$ cat src/rtl/ps2_pkg.sv
// Shared PS/2 definitions: host-transmit FSM encoding, default timing and keyboard command bytes.
package ps2_pkg;

  typedef enum logic [2:0] {
    ST_IDLE,
    ST_INHIBIT,
    ST_SEND,
    ST_ACK,
    ST_WAIT_IDLE
  } tx_state_e;

  localparam int CNT_W                  = 20;
  localparam int DEFAULT_INHIBIT_CYCLES = 5000;
  localparam int DEFAULT_TIMEOUT_CYCLES = 750000;

  localparam logic [7:0] CMD_SET_LEDS = 8'hED;
  localparam logic [7:0] CMD_ENABLE   = 8'hF4;
  localparam logic [7:0] CMD_RESET    = 8'hFF;
  localparam logic [7:0] ACK_BYTE     = 8'hFA;

  // Pull-down request for frame bit idx: data LSB first, odd parity, then released stop bit.
  function automatic logic frame_bit_oe(input logic [7:0] data, input logic [3:0] idx);
    if (idx < 4'd8) return ~data[idx[2:0]];
    if (idx == 4'd8) return ^data;
    return 1'b0;
  endfunction

endpackage

$ cat src/rtl/ps2_line_sync.sv
// Three-flop synchronizer for the PS/2 clock and data lines plus a clock falling-edge strobe.
module ps2_line_sync (
  input  logic clk,
  input  logic clr,
  input  logic ps2_clk_i,
  input  logic ps2_data_i,
  output logic clk_sync_o,
  output logic data_sync_o,
  output logic clk_fall_o
);

  logic [2:0] clk_sync_q;
  logic [2:0] data_sync_q;

  // Idle PS/2 lines float high, so reset to 1 to avoid a false edge after reset.
  always_ff @(posedge clk or posedge clr) begin
    if (clr) begin
      clk_sync_q  <= 3'b111;
      data_sync_q <= 3'b111;
    end else begin
      clk_sync_q  <= {clk_sync_q[1:0], ps2_clk_i};
      data_sync_q <= {data_sync_q[1:0], ps2_data_i};
    end
  end

  assign clk_sync_o  = clk_sync_q[2];
  assign data_sync_o = data_sync_q[2];
  assign clk_fall_o  = clk_sync_q[2] & ~clk_sync_q[1];

endmodule

$ cat src/rtl/ps2_host_tx.sv
// Host-to-device PS/2 transmitter: request-to-send, device-clocked frame shift, ACK check, watchdog.
module ps2_host_tx
  import ps2_pkg::*;
#(
  parameter int INHIBIT_CYCLES = DEFAULT_INHIBIT_CYCLES,
  parameter int TIMEOUT_CYCLES = DEFAULT_TIMEOUT_CYCLES
) (
  input  logic       clk,
  input  logic       clr,
  input  logic       ps2_clk_in,
  input  logic       ps2_data_in,
  input  logic [7:0] tx_data,
  input  logic       tx_valid,
  output logic       tx_ready,
  output logic       ps2_clk_oe,
  output logic       ps2_data_oe,
  output logic       busy,
  output logic       done,
  output logic       error
);

  localparam logic [CNT_W-1:0] INHIBIT_LOAD = CNT_W'(INHIBIT_CYCLES - 1);
  localparam logic [CNT_W-1:0] TIMEOUT_LOAD = CNT_W'(TIMEOUT_CYCLES - 1);

  logic clk_s, data_s, clk_fall;

  ps2_line_sync u_sync (
    .clk         (clk),
    .clr         (clr),
    .ps2_clk_i   (ps2_clk_in),
    .ps2_data_i  (ps2_data_in),
    .clk_sync_o  (clk_s),
    .data_sync_o (data_s),
    .clk_fall_o  (clk_fall)
  );

  tx_state_e        state_q, state_d;
  logic [CNT_W-1:0] cnt_q, cnt_d;
  logic [3:0]       bit_q, bit_d;
  logic [7:0]       byte_q, byte_d;
  logic             clk_oe_q, clk_oe_d;
  logic             data_oe_q, data_oe_d;
  logic             done_q, done_d;
  logic             error_q, error_d;

  always_ff @(posedge clk or posedge clr) begin
    if (clr) begin
      state_q   <= ST_IDLE;
      cnt_q     <= '0;
      bit_q     <= '0;
      byte_q    <= '0;
      clk_oe_q  <= 1'b0;
      data_oe_q <= 1'b0;
      done_q    <= 1'b0;
      error_q   <= 1'b0;
    end else begin
      state_q   <= state_d;
      cnt_q     <= cnt_d;
      bit_q     <= bit_d;
      byte_q    <= byte_d;
      clk_oe_q  <= clk_oe_d;
      data_oe_q <= data_oe_d;
      done_q    <= done_d;
      error_q   <= error_d;
    end
  end

  always_comb begin
    state_d   = state_q;
    cnt_d     = cnt_q;
    bit_d     = bit_q;
    byte_d    = byte_q;
    clk_oe_d  = clk_oe_q;
    data_oe_d = data_oe_q;
    done_d    = 1'b0;
    error_d   = 1'b0;

    case (state_q)
      ST_IDLE: begin
        clk_oe_d  = 1'b0;
        data_oe_d = 1'b0;
        if (tx_valid && tx_ready) begin
          byte_d   = tx_data;
          cnt_d    = INHIBIT_LOAD;
          clk_oe_d = 1'b1;
          state_d  = ST_INHIBIT;
        end
      end
      ST_INHIBIT: begin
        cnt_d = cnt_q - 1'b1;
        // Start bit overlaps the final inhibit cycle so the device sees it as the clock releases.
        if (cnt_q == CNT_W'(1)) data_oe_d = 1'b1;
        if (cnt_q == '0) begin
          clk_oe_d = 1'b0;
          cnt_d    = TIMEOUT_LOAD;
          bit_d    = '0;
          state_d  = ST_SEND;
        end
      end
      ST_SEND: begin
        cnt_d = cnt_q - 1'b1;
        if (clk_fall) begin
          data_oe_d = frame_bit_oe(byte_q, bit_q);
          bit_d     = bit_q + 1'b1;
          if (bit_q == 4'd9) state_d = ST_ACK;
        end
      end
      ST_ACK: begin
        cnt_d = cnt_q - 1'b1;
        if (clk_fall) begin
          if (data_s) begin
            error_d   = 1'b1;
            data_oe_d = 1'b0;
            state_d   = ST_IDLE;
          end else begin
            state_d = ST_WAIT_IDLE;
          end
        end
      end
      ST_WAIT_IDLE: begin
        cnt_d = cnt_q - 1'b1;
        if (clk_s && data_s) begin
          done_d  = 1'b1;
          state_d = ST_IDLE;
        end
      end
      default: begin
        clk_oe_d  = 1'b0;
        data_oe_d = 1'b0;
        state_d   = ST_IDLE;
      end
    endcase

    // Watchdog expiry loses to a completion in the same cycle so done and error never coincide.
    if ((state_q == ST_SEND || state_q == ST_ACK || state_q == ST_WAIT_IDLE) &&
        cnt_q == '0 && !done_d && !error_d) begin
      error_d   = 1'b1;
      clk_oe_d  = 1'b0;
      data_oe_d = 1'b0;
      state_d   = ST_IDLE;
    end
  end

  assign tx_ready    = (state_q == ST_IDLE);
  assign busy        = ~tx_ready;
  assign ps2_clk_oe  = clk_oe_q;
  assign ps2_data_oe = data_oe_q;
  assign done        = done_q;
  assign error       = error_q;

endmodule

$ cat config.mk
export PLATFORM = sky130hd
export DESIGN_NAME = ps2_host_tx
export DESIGN_NICKNAME = d
export VERILOG_FILES = /design/src/rtl/ps2_pkg.sv /design/src/rtl/ps2_line_sync.sv /design/src/rtl/ps2_host_tx.sv
export SDC_FILE = /design/constraint.sdc
export NUM_CORES = 1
export LEC_CHECK = 0
export ABC_AREA = 1
export CAP_MARGIN = 25
export CORE_MARGIN = 2
export CORE_UTILIZATION = 45
export DETAILED_ROUTE_END_ITERATION = 6
export HOLD_SLACK_MARGIN = 0.1
export PLACE_DENSITY = 0.7
export SLEW_MARGIN = 20
export SYNTH_ARGS = -nofsm -noshare
export SYNTH_HDL_FRONTEND = slang
export SYNTH_SLANG_ARGS = --single-unit
$ cat constraint.sdc
create_clock -name clk -period 1.6 [get_ports clk]
set_input_delay 0.4 -clock clk [delete_from_list [all_inputs] [get_ports clk]]
set_output_delay 0.4 -clock clk [all_outputs]
set_load 0.01 [all_outputs]
==> results of run 1 <==
[worst register-to-register path, delay by kind of cell, from the launching register on]
kind	cells	cell delay [ns]
AND/OR/NAND/NOR	8	1.00
flip-flops	1	0.42
buffers and inverters	2	0.09
[repair_timing]
| action | 4_1_cts | 5_1_grt |
|---|---|---|
| setup buffers | 2 | 11 |
| hold endpoints to repair | 0 | 0 |
| hold buffers | 0 | 0 |
| gates resized for setup | 15 | 40 |
| endpoints found under the setup margin | 8 | 29 |
| pin swaps | 5 | 22 |
[flip-flops by register name (all words and copies together) (netlist names)]
| register | count |
|---|---|
| bit_q | 4 |
| byte_q | 8 |
| cnt_q | 20 |
| done | 1 |
| error | 1 |
| ps2_clk_oe | 1 |
| ps2_data_oe | 1 |
| state_q | 3 |
| u_sync.clk_sync_q | 3 |
| u_sync.data_sync_q | 3 |
[per-layer routing]
metal | up-vias | GRT usage [%] | part of all wire, %
li1 | 1230 | - | -
met1 | 1132 | 23.0 | 44
met2 | 56 | 35.0 | 50
met3 | 13 | 4.11 | 4.0
met4 | 0 | 8.14 | 1.8
met5 | - | 0 | 0
[worst paths after layout]
check	slack (ns)	depth (start not counted)	start	end
setup / recovery	-0.01	10	cnt_q[18]$_DFFE_PP0P_	cnt_q[18]$_DFFE_PP0P_
setup reg to reg	-0.01	10	cnt_q[18]$_DFFE_PP0P_	cnt_q[18]$_DFFE_PP0P_
min in group asynchronous	0.45	3	clr	cnt_q[18]$_DFFE_PP0P_
hold reg to reg	0.36	0	u_sync.data_sync_q[0]$_DFF_PP1_	u_sync.data_sync_q[1]$_DFF_PP1_
hold / removal	0.36	0	u_sync.data_sync_q[0]$_DFF_PP1_	u_sync.data_sync_q[1]$_DFF_PP1_
max in group asynchronous	0.88	3	clr	u_sync.data_sync_q[1]$_DFF_PP1_
[stage by stage]
step	hold WS [ns]	total power [mW]	instances
CTS	0.359	5.21	482
detailed placement	0.348	4.32	472
global route	0.369	5.92	493
floorplan	0.345	3.36	353
finish	0.358	5.45	493
global placement	0.350	4.24	472
[kinds of logic (layout without fill, tap and decap cells)]
logic type	count (synthesis)	after routing	share of synthesized area [%]
adders and majority gates	6	6	2.80
xor gates and xnor gates	12	12	3.92
buffers and inverters	59	124	8.49
AOI/OAI and AO/OA	38	38	7.33
DFF	45	45	42.3
and+or+nand+nor	193	193	35.2
[cell type report]
cell class,instances,area [um2],share of cell area (%)
multi-input combinational,249,1460,41.2
clock buffer,7,86.3,2.44
sequential,45,1130,32.0
clock inverter,1,30.0,0.848
tap,75,93.8,2.65
inverter,56,218,6.15
timing repair buffer,60,519,14.7
[power groups by stage]
stage	registers, mW	clock network, mW	logic (mW)
2_1_floorplan	1.58	0	1.78
3_3_place_gp	1.58	0	2.67
3_5_place_dp	1.59	0	2.73
4_1_cts	1.56	0.927	2.73
5_1_grt	1.60	0.968	3.36
6_report	1.57	0.902	2.99
[layout by cell type (no fill, tap or decap), drive strengths merged, types with 8 or more instances in the layout]
cell,netlist,routed
o21ai,17,17
dfrtp,39,39
nand3,33,33
nor2,56,56
xor2,8,8
a21oi,18,18
buf,3,43
clkdlybuf4s50,0,13
nand2,90,90
inv,56,56
==> run summary, run 1 <==
number of port buffers -> 18
Setup Viol. Count Final -> 1
library cells used by synthesis -> 32
RePlAce Congestion -> 0.919
mapped cell area -> 2680 um2
H-tree Lvls -> 2
worst vdd ir -> 930 uV
hpwl dp -> 4390 um
CP Launch Type -> flip-flop
Die Y -> 81.2 um
Max Cap Viol -> 0
share of cells above drive strength 1 -> 28.7%
sw power -> 2.33 mW
Synth Area per Inst -> 7.60 um2
IO Pins -> 19
Sw Share -> 42.8%
vias in the first global route -> 2376
Total GRT Usage -> 19.7%
cell-internal power -> 3.12 mW
CP Class -> flip-flop to flip-flop
worst path arrival time -> 1.82 ns
Layout Nets -> 436
Rows -> 28
failing checks -> setup timing
Final min period -> 1.61 ns
Clk pwr share -> 16.5%
final-report hold violation count -> 0
clk slew on worst S/H paths -> 0.09 ns
DP Area -> 3180 um2
Max Transition Viols Final -> 0
Via density -> 4.93
CP delay by family, top -> simple AND/OR/NAND/NOR gates
CTS Buf Count -> 5
Initial Util -> 45.8%
number of synthesized register bits -> 45
largest net degree at the start of global routing -> 46
RSZ-0062 raised after global routing -> yes
Ant. Diodes -> 0
antenna violations before repair -> 0
Hold Crit Class -> flip-flop to flip-flop
register area share after synthesis -> 42.3%
TritonCTS clock tree -> done
WL per Instance -> 12.3 um
Worst Path Buf+Inv -> 2
core area -> 5850 um2
first-pass GRT wire length -> 10000 um
clock latency on the worst-skew pair -> 0.30 ns
crit end category -> flip-flop
Yosys top cell area share -> 36.4%
clock buffer depth -> 2
clk_skew -> 0.0106 ns
Residual DRC -> 0
Die ar. -> 6590 um2
via count -> 2431
Iteration-0 DRC Markers -> 79
syn_nets -> 372
Post-synth top cells -> nand2_1, inv_1, nor2_1, dfrtp_1, nand3_1
Synth-to-Final Area Change -> 32.0%
Comb power frac -> 54.7%
clock root cell -> clkbuf_8
Worst Path Max Fanout -> 6
critical path cell sequence -> nor2_2, nand3_2, nor2_4, nand3b_1, nand2_4, nand2_8, nor2_8, inv_4, nand2_2, inv_1
YS warnings -> 0
pwr/cell area -> 1540 nW/um2
fillers -> 496
grt ovf -> 0
Synth area leaders -> dfrtp_1, nand2_1, inv_1
status -> finished with violations
predominant post-synthesis flop cell -> dfrtp_1
final WL -> 6060 um
final core occ -> 60.5%
finished layout cell area -> 3540 um2
slack of the critical path -> -0.0120 ns
EDFF count, synth -> 0
drt first pass iters -> 4
part of the power in registers -> 28.7%
antenna violation net count after detailed routing -> 0
FFs w/ async S/R, synth -> 100%
clk sinks -> 45
Post-Synthesis Cells -> 353
setup TNS -> -0.0120 ns
slowest cell delay on critical path -> 0.42 ns
Setup WS pre-CTS -> -0.172 ns
Slew Limit Headroom -> 82.2%
actual slew at the worst max-slew pin -> 0.265 ns
CP Data Required Time -> 1.80 ns
Crit-path slowest cell -> dfrtp_1
Die Wd -> 81.2 um
Peak Freq -> 0.620 GHz
final period utilization -> 101%
dominant cell type by area after synthesis -> dfrtp_1
leak pwr -> 1.80 nW
most frequent cell after synthesis -> nand2_1
Note: power is estimated with default switching activity, not from simulation.
==> run 2, diff against run 1 <==
Settings changed: ABC_AREA 1 to 0, PLACE_DENSITY 0.7 to 0.71.
==> run 2 against run 1 <==
The flow still finishes with violations (setup timing). Power shrank 64%. Design area grew 3.7%. Clock power shrank 22%. Worst hold slack gained 0.0015 ns. Largest power group is now sequential cells. Global-route usage grew 2.4 points. Sequential power shrank 27%. Critical path type unchanged. Highest routed layer unchanged.
==> run summary, run 2 <==
synthesized-area fraction occupied by adder cells -> 3.06% (+0.26 points)
actual slew at the worst max-slew pin -> 0.329 ns (+0.0644 ns)
Post-Synthesis Cells -> 247 (-30%)
Via density -> 5.47 (+11%)
pwr/cell area -> 527 nW/um2 (-66%)
antenna violations before repair -> 0 (unchanged)
Die ar. -> 6050 um2 (-8.2%)
complex-gate fraction of the synthesized area -> 13.5% (+6.2 points)
post-synthesis xor/xnor area fraction -> 6.44% (+2.5 points)
clk sinks -> 45 (unchanged)
fillers -> 360 (-27%)
first-pass GRT wire length -> 10500 um (+4.8%)
Total GRT Usage -> 22.1% (+2.4 points)
hold_sp -> u_sync.clk_sync_q[0]$_DFF_PP1_
final-report hold violation count -> 0 (unchanged)
biggest regs -> cnt_q: 20 flops, byte_q: 8 flops, bit_q: 4 flops
CP Launch Type -> flip-flop
Setup WS pre-CTS -> -0.520 ns (-0.347 ns)
status -> finished with violations
grt ovf -> 0 (unchanged)
core area -> 5170 um2 (-12%)
via count -> 2217 (-8.8%)
IO Pins -> 19 (unchanged)
final period utilization -> 125% (+25 points)
RePlAce Congestion -> 0.908 (-1.1%)
worst reg2reg path endpoint -> cnt_q[6]$_DFFE_PP0P_
clock latency on the worst-skew pair -> 0.30 ns (about the same)
number of port buffers -> 18 (unchanged)
number of synthesized register bits -> 45 (unchanged)
EDFF count, synth -> 0 (unchanged)
WL per Instance -> 15.5 um (+26%)
library cells used by synthesis -> 54 (+69%)
TritonCTS clock tree -> done
drt first pass iters -> 4 (unchanged)
Max Transition Viols Final -> 0 (unchanged)
reg-to-reg startpoint -> cnt_q[5]$_DFFE_PP0P_
mapped cell area -> 2450 um2 (-8.6%)
Die Y -> 77.8 um (-4.2%)
Synth-to-Final Area Change -> 49.9%
Post-Place Cells -> 385 (-18%)
Final min period -> 2.01 ns (+0.395 ns)
final WL -> 6290 um (+3.7%)
Yosys top cell area share -> 39.8% (+3.4 points)
crit end category -> flip-flop
CP Class -> flip-flop to flip-flop
Hold Crit Class -> flip-flop to flip-flop
worst path arrival time -> 2.17 ns (+0.35 ns)
Iteration-0 DRC Markers -> 187 (+140%)
Tot Pwr -> 1.94 mW (-64%)
FFs w/ async S/R, synth -> 100% (unchanged)
worst vdd ir -> 513 uV (-45%)
Peak Freq -> 0.498 GHz (-20%)
Rows -> 26 (-7.1%)
DP Area -> 3200 um2 (+0.47%)
Setup Viol. Count Final -> 40 (+39)
largest register by flop count -> cnt_q
syn_nets -> 266 (-28%)
hpwl dp -> 4180 um (-4.6%)
most frequent cell after synthesis -> dfrtp_1
share of cells above drive strength 1 -> 42.4% (+14 points)
antenna violation net count after detailed routing -> 0 (unchanged)
Synth Area per Inst -> 9.92 um2 (+31%)
main combinational cell family by area after synthesis -> simple AND/OR/NAND/NOR gates
Worst Path Max Fanout -> 6 (unchanged)
Slew Limit Headroom -> 77.9% (-4.3 points)
FF+latch area -> 1130 um2 (unchanged)
H-tree Lvls -> 2 (unchanged)
max FFs per register -> 20 (unchanged)
clk slew on worst S/H paths -> 0.09 ns (about the same)
dominant cell type by area after synthesis -> dfrtp_1
failing checks -> setup timing
Cell Count, Final, Fillers Out -> 405 (-18%)
largest net degree at the start of global routing -> 46 (unchanged)
leak pwr -> 1.58 nW (-12%)
Hold Path End -> u_sync.clk_sync_q[1]$_DFF_PP1_
RSZ-0062 raised after global routing -> yes
YS warnings -> 0 (unchanged)
Residual DRC -> 0 (unchanged)
commonest non-fill, non-tap cells in the layout -> buf_4, dfrtp_1, nor2_1, nand2_1, buf_6
Max Cap Viol -> 0 (unchanged)
predominant post-synthesis flop cell -> dfrtp_1
slack of the critical path -> -0.407 ns (-0.395 ns)
clk_skew -> 0.00984 ns (-0.000804 ns)
simple-gate area share of the yosys netlist -> 22.0% (-13 points)
multi-input logic area -> 1510 um2 (+3.7%)
depth of the worst hold-timing path -> 0 (unchanged)
Initial Util -> 47.4% (+1.5 points)
internal reg-to-reg setup slack -> -0.41 ns (-0.39 ns)
most common cell after layout, fill and taps aside -> buf_4
clock buffer depth -> 2 (unchanged)
Post-synth top cells -> dfrtp_1, nor2_1, nand2_1, a21oi_1, o21ai_0
Register-to-Register Path Depth -> 6 (-4)
CP Data Required Time -> 1.76 ns (-0.04 ns)
multiplexer share of the synthesized area -> 5.98% (+6.0 points)
CTS Buf Count -> 5 (unchanged)
Ant. Diodes -> 0 (unchanged)
setup TNS -> -10.45 ns (-10.44 ns)
Synth area leaders -> dfrtp_1, dfstp_2, xnor2_1
register area share after synthesis -> 46.3% (+4.0 points)
Layout Nets -> 353 (-19%)
Die Wd -> 77.8 um (-4.2%)
hold buffer count at cts -> 0 (unchanged)
finished layout cell area -> 3670 um2 (+3.7%)
clock root cell -> clkbuf_8
vias in the first global route -> 2237 (-5.9%)
-- run 2: kinds of logic after synthesis --
family	Yosys count
AO/OA/AOI/OAI	53
buffers and inverters	17
XOR/XNOR	18
AND/OR/NAND/NOR	96
flip-flops	45
adder cells (fa/ha/maj)	6
multiplexers	12
-- run 2: layout make-up --
| class | count | share of cell area [%] |
|---|---|---|
| Sequential cell | 45 | 30.9 |
| Clock inverter | 2 | 0.443 |
| Clock buffer | 6 | 1.98 |
| Tap cell | 70 | 2.39 |
| Multi-Input combinational cell | 185 | 41.2 |
| Inverter | 10 | 1.09 |
| Timing Repair Buffer | 87 | 22.0 |
-- run 2: worst max-delay path by stage --
stage | startpoint | end | slack [ns] | cells after the start
detailed placement | cnt_q[2]$_DFFE_PP0P_ | cnt_q[18]$_DFFE_PP0P_ | -0.52 | 7
global placement | cnt_q[2]$_DFFE_PP0P_ | cnt_q[10]$_DFFE_PP0P_ | -0.38 | 7
CTS | cnt_q[5]$_DFFE_PP0P_ | cnt_q[11]$_DFFE_PP0P_ | -0.38 | 6
floorplan | cnt_q[2]$_DFFE_PP0P_ | cnt_q[17]$_DFFE_PP0P_ | -0.39 | 6
finish | cnt_q[5]$_DFFE_PP0P_ | cnt_q[6]$_DFFE_PP0P_ | -0.41 | 6
global route | cnt_q[10]$_DFFE_PP0P_ | cnt_q[16]$_DFFE_PP0P_ | -0.49 | 7
-- run 2: through the flow --
| step | utilization [%] | hold slack (ns) |
|---|---|---|
| 2_1_floorplan | - | 0.345 |
| 3_3_place_gp | 61.8 | 0.347 |
| 3_5_place_dp | 61.8 | 0.349 |
| 4_1_cts | 69.2 | 0.362 |
| 5_1_grt | 71.0 | 0.363 |
| 6_report | 71.0 | 0.360 |
-- run 2: worst max-delay path, stage by stage (launching register included) --
cell and delay [ns]:
dfrtp_1 0.39, or4_4 0.59, nor3_4 0.16, and4_4 0.28, mux2i_4 0.09, nor3_4 0.27, a21oi_1 0.10
-- run 2: power by group --
group	internal, mW	switching [mW]
registers	1.15	0.00464
clock network	0.311	0.397
logic	0.0389	0.0351
total	1.50	0.437
-- run 2: what timing repair did --
item,in CTS,in global routing
setup buffers,7,6
resized for setup,62,23
cloned,1,0
hold endpoints to repair,0,0
setup endpoints to repair,42,40
pin swaps,29,18
-- run 2: routing by layer --
layer	global-route usage, %	vias up	part of all wire (%)
met5	0	-	0
met4	7.50	0	0.92
met3	3.72	7	3.2
met2	38.0	41	54
met1	28.0	1110	42
li1	-	1059	-
